File: config.mk
export PLATFORM = sky130hd
export DESIGN_NAME = sec_bcd_counter
export DESIGN_NICKNAME = d
export VERILOG_FILES = /design/src/rtl/sec_bcd_pkg.sv /design/src/rtl/sec_bcd_counter_digit.sv /design/src/rtl/sec_bcd_counter.sv
export SDC_FILE = /design/constraint.sdc
export NUM_CORES = 1
export LEC_CHECK = 0
export BUFFER_PORTS_ARGS = -buffer_cell sky130_fd_sc_hd__buf_2
export CAP_MARGIN = 20
export CORE_MARGIN = 2
export CORE_UTILIZATION = 45
export CTS_CLUSTER_SIZE = 8
export DETAILED_ROUTE_END_ITERATION = 8
export PLACE_DENSITY_LB_ADDON = 0.3
export SLEW_MARGIN = 5
export SYNTH_ARGS = -nofsm -noshare
export SYNTH_HDL_FRONTEND = slang
export SYNTH_HIERARCHICAL = 1
export SYNTH_SLANG_ARGS = --single-unit
File: constraint.sdc
create_clock -name clk -period 8.5 [get_ports clk]
set_input_delay 0.85 -clock clk [delete_from_list [all_inputs] [get_ports clk]]
set_output_delay 0.85 -clock clk [all_outputs]
set_load 0.05 [all_outputs]
File: src/rtl/sec_bcd_pkg.sv
// Shared types and helpers for the seconds counter: digit count, BCD limits,
// run/stop state encoding and the single-decade increment.
package sec_bcd_pkg;

    localparam int NUM_DIGITS = 8;
    localparam logic [3:0] BCD_MAX = 4'd9;

    typedef enum logic {
        STOP = 1'b0,
        RUN  = 1'b1
    } state_e;

    typedef struct packed {
        logic       cout;
        logic [3:0] nib;
    } bcd_step_t;

    function automatic bcd_step_t bcd_wrap(input logic [3:0] d, input logic cin);
        bcd_step_t r;
        r.cout = cin && (d == BCD_MAX);
        if (!cin) begin
            r.nib = d;
        end else if (d == BCD_MAX) begin
            r.nib = 4'd0;
        end else begin
            r.nib = d + 4'd1;
        end
        return r;
    endfunction

    // Out-of-range load nibbles are forced to 0 so digits never hold a non-BCD code.
    function automatic logic [3:0] bcd_clamp(input logic [3:0] d);
        return (d > BCD_MAX) ? 4'd0 : d;
    endfunction

endpackage

File: src/rtl/sec_bcd_counter_digit.sv
// One BCD decade of the seconds chain: clear, load or carry-driven increment,
// with a combinational carry out so the eight decades ripple in one cycle.
module bcd_digit
    import sec_bcd_pkg::*;
(
    input  logic       clk,
    input  logic       rst_n,
    input  logic       clr,
    input  logic       load,
    input  logic [3:0] load_nib,
    input  logic       cin,
    output logic [3:0] q,
    output logic       cout
);

    bcd_step_t  step;
    logic [3:0] q_q;
    logic [3:0] q_d;

    always_comb begin
        step = bcd_wrap(q_q, cin);
        q_d  = step.nib;
        if (clr) begin
            q_d = 4'd0;
        end else if (load) begin
            q_d = bcd_clamp(load_nib);
        end
    end

    always_ff @(posedge clk) begin
        if (!rst_n) begin
            q_q <= 4'd0;
        end else begin
            q_q <= q_d;
        end
    end

    assign q    = q_q;
    assign cout = step.cout;

endmodule

File: src/rtl/sec_bcd_counter.sv
// Seconds timebase: run/stop FSM, 1 Hz prescaler, eight-decade BCD count,
// free-running display scan index and the dp0 heartbeat.
module sec_bcd_counter
    import sec_bcd_pkg::*;
#(
    parameter int TICK_DIV = 50_000_000,
    parameter int SCAN_DIV = 50_000
) (
    input  logic        clk,
    input  logic        rst_n,
    input  logic        start_stop,
    input  logic        clr,
    input  logic        load,
    input  logic [31:0] load_val,
    output logic [3:0]  cnt_d0,
    output logic [3:0]  cnt_d1,
    output logic [3:0]  cnt_d2,
    output logic [3:0]  cnt_d3,
    output logic [3:0]  cnt_d4,
    output logic [3:0]  cnt_d5,
    output logic [3:0]  cnt_d6,
    output logic [3:0]  cnt_d7,
    output logic        dp0,
    output logic        dp1,
    output logic        dp2,
    output logic        dp3,
    output logic        dp4,
    output logic        dp5,
    output logic        dp6,
    output logic        dp7,
    output logic [2:0]  seven_seg_scan,
    output logic        sec_tick,
    output logic        ovf,
    output logic        run
);

    localparam int PW = $clog2(TICK_DIV);
    localparam int SW = (SCAN_DIV > 1) ? $clog2(SCAN_DIV) : 1;
    localparam logic [PW-1:0] PRE_MAX  = PW'(TICK_DIV - 1);
    localparam logic [PW-1:0] PRE_HALF = PW'(TICK_DIV / 2);
    localparam logic [SW-1:0] SCAN_MAX = SW'(SCAN_DIV - 1);

    state_e          state_q, state_d;
    logic [PW-1:0]   pre_q, pre_d;
    logic [SW-1:0]   scan_div_q, scan_div_d;
    logic [2:0]      scan_q, scan_d;
    logic            sec_tick_q, sec_tick_d;
    logic            ovf_q, ovf_d;
    logic            tick_raw;
    logic            tick_en;
    logic [NUM_DIGITS:0] carry;
    logic [3:0]      digit [NUM_DIGITS];

    always_ff @(posedge clk) begin
        if (!rst_n) begin
            state_q    <= STOP;
            pre_q      <= '0;
            scan_div_q <= '0;
            scan_q     <= 3'd0;
            sec_tick_q <= 1'b0;
            ovf_q      <= 1'b0;
        end else begin
            state_q    <= state_d;
            pre_q      <= pre_d;
            scan_div_q <= scan_div_d;
            scan_q     <= scan_d;
            sec_tick_q <= sec_tick_d;
            ovf_q      <= ovf_d;
        end
    end

    always_comb begin
        state_d    = state_q;
        pre_d      = pre_q;
        scan_div_d = scan_div_q + 1'b1;
        scan_d     = scan_q;
        tick_raw   = (state_q == RUN) && (pre_q == PRE_MAX);
        // A coincident clr/load swallows the tick; it is not replayed later.
        tick_en    = tick_raw && !clr && !load;
        sec_tick_d = tick_en;
        ovf_d      = carry[NUM_DIGITS];

        if (start_stop) begin
            state_d = (state_q == RUN) ? STOP : RUN;
        end

        if (state_q == RUN) begin
            pre_d = tick_raw ? '0 : pre_q + 1'b1;
        end
        if (clr) begin
            pre_d = '0;
        end

        if (scan_div_q == SCAN_MAX) begin
            scan_div_d = '0;
            scan_d     = scan_q + 3'd1;
        end
    end

    assign carry[0] = tick_en;

    for (genvar i = 0; i < NUM_DIGITS; i++) begin : g_digit
        bcd_digit u_digit (
            .clk      (clk),
            .rst_n    (rst_n),
            .clr      (clr),
            .load     (load),
            .load_nib (load_val[4*i +: 4]),
            .cin      (carry[i]),
            .q        (digit[i]),
            .cout     (carry[i+1])
        );
    end

    assign cnt_d0 = digit[0];
    assign cnt_d1 = digit[1];
    assign cnt_d2 = digit[2];
    assign cnt_d3 = digit[3];
    assign cnt_d4 = digit[4];
    assign cnt_d5 = digit[5];
    assign cnt_d6 = digit[6];
    assign cnt_d7 = digit[7];

    assign run            = (state_q == RUN);
    assign sec_tick       = sec_tick_q;
    assign ovf            = ovf_q;
    assign seven_seg_scan = scan_q;

    // Heartbeat: lit for the first half of every second while running.
    assign dp0 = run && (pre_q < PRE_HALF);
    assign dp1 = 1'b0;
    assign dp2 = 1'b0;
    assign dp3 = 1'b0;
    assign dp4 = 1'b0;
    assign dp5 = 1'b0;
    assign dp6 = 1'b0;
    assign dp7 = 1'b0;

endmodule

==> results.py <==
metrics = {
    "outcome": {
        "status": "complete, no violations",
    },
    "drt": {
        "vias": 4097,
        "wl_met2_um": 4950,
        "drt_first_pass_iters": 4,
        "routedWlPerCell_um": 13.8,
        "dr.max_layer_used": "met4",
        "ant_nets": 0,
        "wirelength_met1_um": 4640,
        "finalWirelength_um": 10200,
        "drtIter0Drc": 145,
        "met3_length_um": 543,
        "drc": 0,
        "vias_per_cell": 5.52,
    },
    "yosys": {
        "synth_warnings": 6,
        "avgSynthCellArea_um2": 8.42,
        "ys_seq_area_share_pct": 36.2,
        "synthesis.area_mm2": 0.00442,
        "synth_edf_count": 0,
        "synthFlopType": "dfxtp_1",
        "synth-seq-cells": 80,
        "synth-async-reset-ratio_pct": 0,
        "postSynthCellCount": 525,
        "ys_types": 46,
    },
    "clocking": {
        "clockRootBuffer": "clkbuf_8",
        "cts.sinks": 80,
        "cts_buffers": 9,
        "cts_tree": "yes",
        "h-tree-depth": 3,
        "clk_pin_slew_worst_paths_ps": 80,
        "clock_latency_ps": 340,
        "clockBufferDepth": 2,
    },
    "power_and_ir_drop": {
        "power_frac_clock_pct": 35.8,
        "p_leak_nw": 1.89,
        "netSwitchingFraction_pct": 27.2,
        "p_sw_w": 0.000205,
        "p_int_w": 0.000549,
        "p_comb_share_pct": 12.3,
        "irDropWorstVdd_uv": 71.3,
        "p_per_area_mw_per_mm2": 147,
        "seqPwrFrac_pct": 51.9,
    },
    "layout": {
        "final_area_mm2": 0.00511,
        "layout-drive-gt1-share_pct": 19.9,
        "diodes": 0,
        "mostFrequentLayoutCells": "dfxtp_1 (80), buf_2 (75), a21oi_1 (42)",
        "fill_cells": 936,
        "layout_commonest_cell": "dfxtp_1",
        "multiInputGateArea_mm2": 0.00266,
        "syn_to_final_growth_pct": 15.7,
        "seq_area_mm2": 0.00160,
        "fin_nets": 645,
    },
    "worst_setup_path": {
        "r2r_end": "g_digit[7].u_digit/q[1]",
        "ff2ff_path_depth": 21,
        "critPathKind": "flip-flop to flip-flop",
        "r2r_setup_slack_ps": 870,
        "start_kind": "flip-flop",
        "end_kind": "flip-flop",
        "rr_startpoint": "pre_q[17]",
        "crit_path_max_fanout": 7,
        "arrival_ps": 7900,
        "required_ps": 8770,
    },
    "die": {
        "die_area_mm2": 0.0106,
        "rows": 36,
        "die_h_um": 103,
        "dieWidth_um": 103,
        "initial_core_util_pct": 45.8,
        "io_pins": 83,
        "core_mm2": 0.00964,
    },
    "placement": {
        "io_buffers": 75,
        "place_area_mm2": 0.00491,
        "pre_cts_ws_ps": 828,
        "post-dp-hpwl_um": 7350,
        "place_congestion": 0.928,
    },
    "global_routing": {
        "grt.overflow.total": 0,
        "antenna_found_initial": 0,
        "grt_max_degree": 50,
        "grt_pass1_vias": 3798,
        "grt_pass1_wl_um": 16900,
        "grtUsageTotal_pct": 19.6,
    },
    "timing": {
        "timing.fmax_mhz": 131,
        "rsz0062_at_grt": "false",
        "tns_ps": 0,
        "maxSlewHeadroom_pct": 58.2,
        "tightest_slew_ps": 626,
        "slew_viol_final": 0,
        "period_share_pct": 89.7,
        "worst_slack_ps": 874,
        "fin_crit_ps": 7630,
        "setup_viol": 0,
        "hold_violations": 0,
        "fin_skew_ps": 7.23,
        "hold_ws_ps": 471,
    },
    "flow_run": {
        "maxCapViolCount": 0,
    },
    "min_path": {
        "hold_class": "flip-flop to flip-flop",
        "min-delay-start": "scan_div_q[0]",
        "hold-path-cell-count": 1,
        "min_to": "scan_div_q[0]",
    },
}
==> stage by stage <==
stage               util (%)  cells  power [W]
global placement        50.9    726   0.000490
detailed placement      50.9    726   0.000492
finish                  53.1    742   0.000754
global route            53.1    742   0.000788
CTS                     52.9    741   0.000763
floorplan                  -    531   0.000463
==> state kept, by name, summed over array words and instances, names as in the netlist <==
signal	count
g_digit.u_digit/q	32
pre_q	26
scan_div_q	16
seven_seg_scan	3
ovf	1
run	1
sec_tick	1
==> power groups by stage <==
stage | Combinational, W | Sequential [W] | Clock, W
after detailed placement | 0.0000917 | 0.000400 | 0
after floorplan | 0.0000465 | 0.000416 | 0
after CTS | 0.0000922 | 0.000391 | 0.000280
after global placement | 0.0000907 | 0.000399 | 0
after global routing | 0.0000999 | 0.000393 | 0.000296
final | 0.0000923 | 0.000391 | 0.000270
==> cells by family after synthesis <==
group | synth area share [%]
flops | 36.2
compound gates | 18.3
simple gates | 31.9
fa+ha+maj | 0.849
xor+xnor | 8.32
buf+inv | 4.30
other cells | 0.0849
==> worst max path at each step <==
stage / startpoint / slack [ps] / endpoint / cells after the start
after floorplan: run / 1530 / g_digit[7].u_digit/q[1] / 22
after global routing: pre_q[17] / 110 / g_digit[7].u_digit/q[1] / 21
after CTS: pre_q[17] / 770 / g_digit[7].u_digit/q[1] / 21
final: pre_q[17] / 870 / g_digit[7].u_digit/q[1] / 21
after global placement: pre_q[17] / 1170 / g_digit[7].u_digit/q[1] / 21
after detailed placement: pre_q[17] / 830 / g_digit[7].u_digit/q[1] / 21
==> per-layer routing <==
| layer | GRT usage, % | vias up |
|---|---|---|
| met5 | 0 | - |
| met1 | 24.7 | 1911 |
| met4 | 5.47 | 0 |
| met2 | 33.9 | 113 |
| met3 | 4.27 | 8 |
| li1 | - | 2065 |
==> worst max-delay path, cell delays in order (launching register included) <==
cell and delay, ps:
dfxtp_1 400, nor4bb_1 300, nand4b_1 280, or3_1 470
nor3_1 430, nand2_1 170, nor3b_1 560, nand2_1 170
nor3b_1 570, nand2_1 170, nor3b_1 510, nand2_1 160
nor3b_1 550, nand2_1 190, nor3b_1 560, nand2_1 200
nor3b_2 390, nand2_1 150, nor3b_1 560, nand2_1 180
or4_1 420, a21oi_1 150
==> synth_stat cells (all sizes together) (13+ instances only) <==
master,instances,area [um2]
nand2b,18,173
a21oi,42,210
inv,27,101
nand2,25,93.8
nand3,24,120
xnor2,29,254
and3b,16,150
nor2,35,131
o21ai,37,185
xor2,13,114
or4,14,105
dfxtp,80,1600
nor3,17,85.1
==> layout make-up <==
cell class / instances / area share, %
timing repair buffer: 78 / 7.78
sequential: 80 / 31.3
multi-input combinational: 409 / 51.9
tap: 133 / 3.25
clock inverter: 2 / 0.245
clock buffer: 13 / 3.50
inverter: 27 / 1.98
==> what timing repair did <==
item | CTS | global route
hold buffers | 0 | 0
endpoints found under the setup margin | 0 | 2
resized for setup | 0 | 1
buffers inserted | 0 | 0
Power figures use the tool's default switching activity.
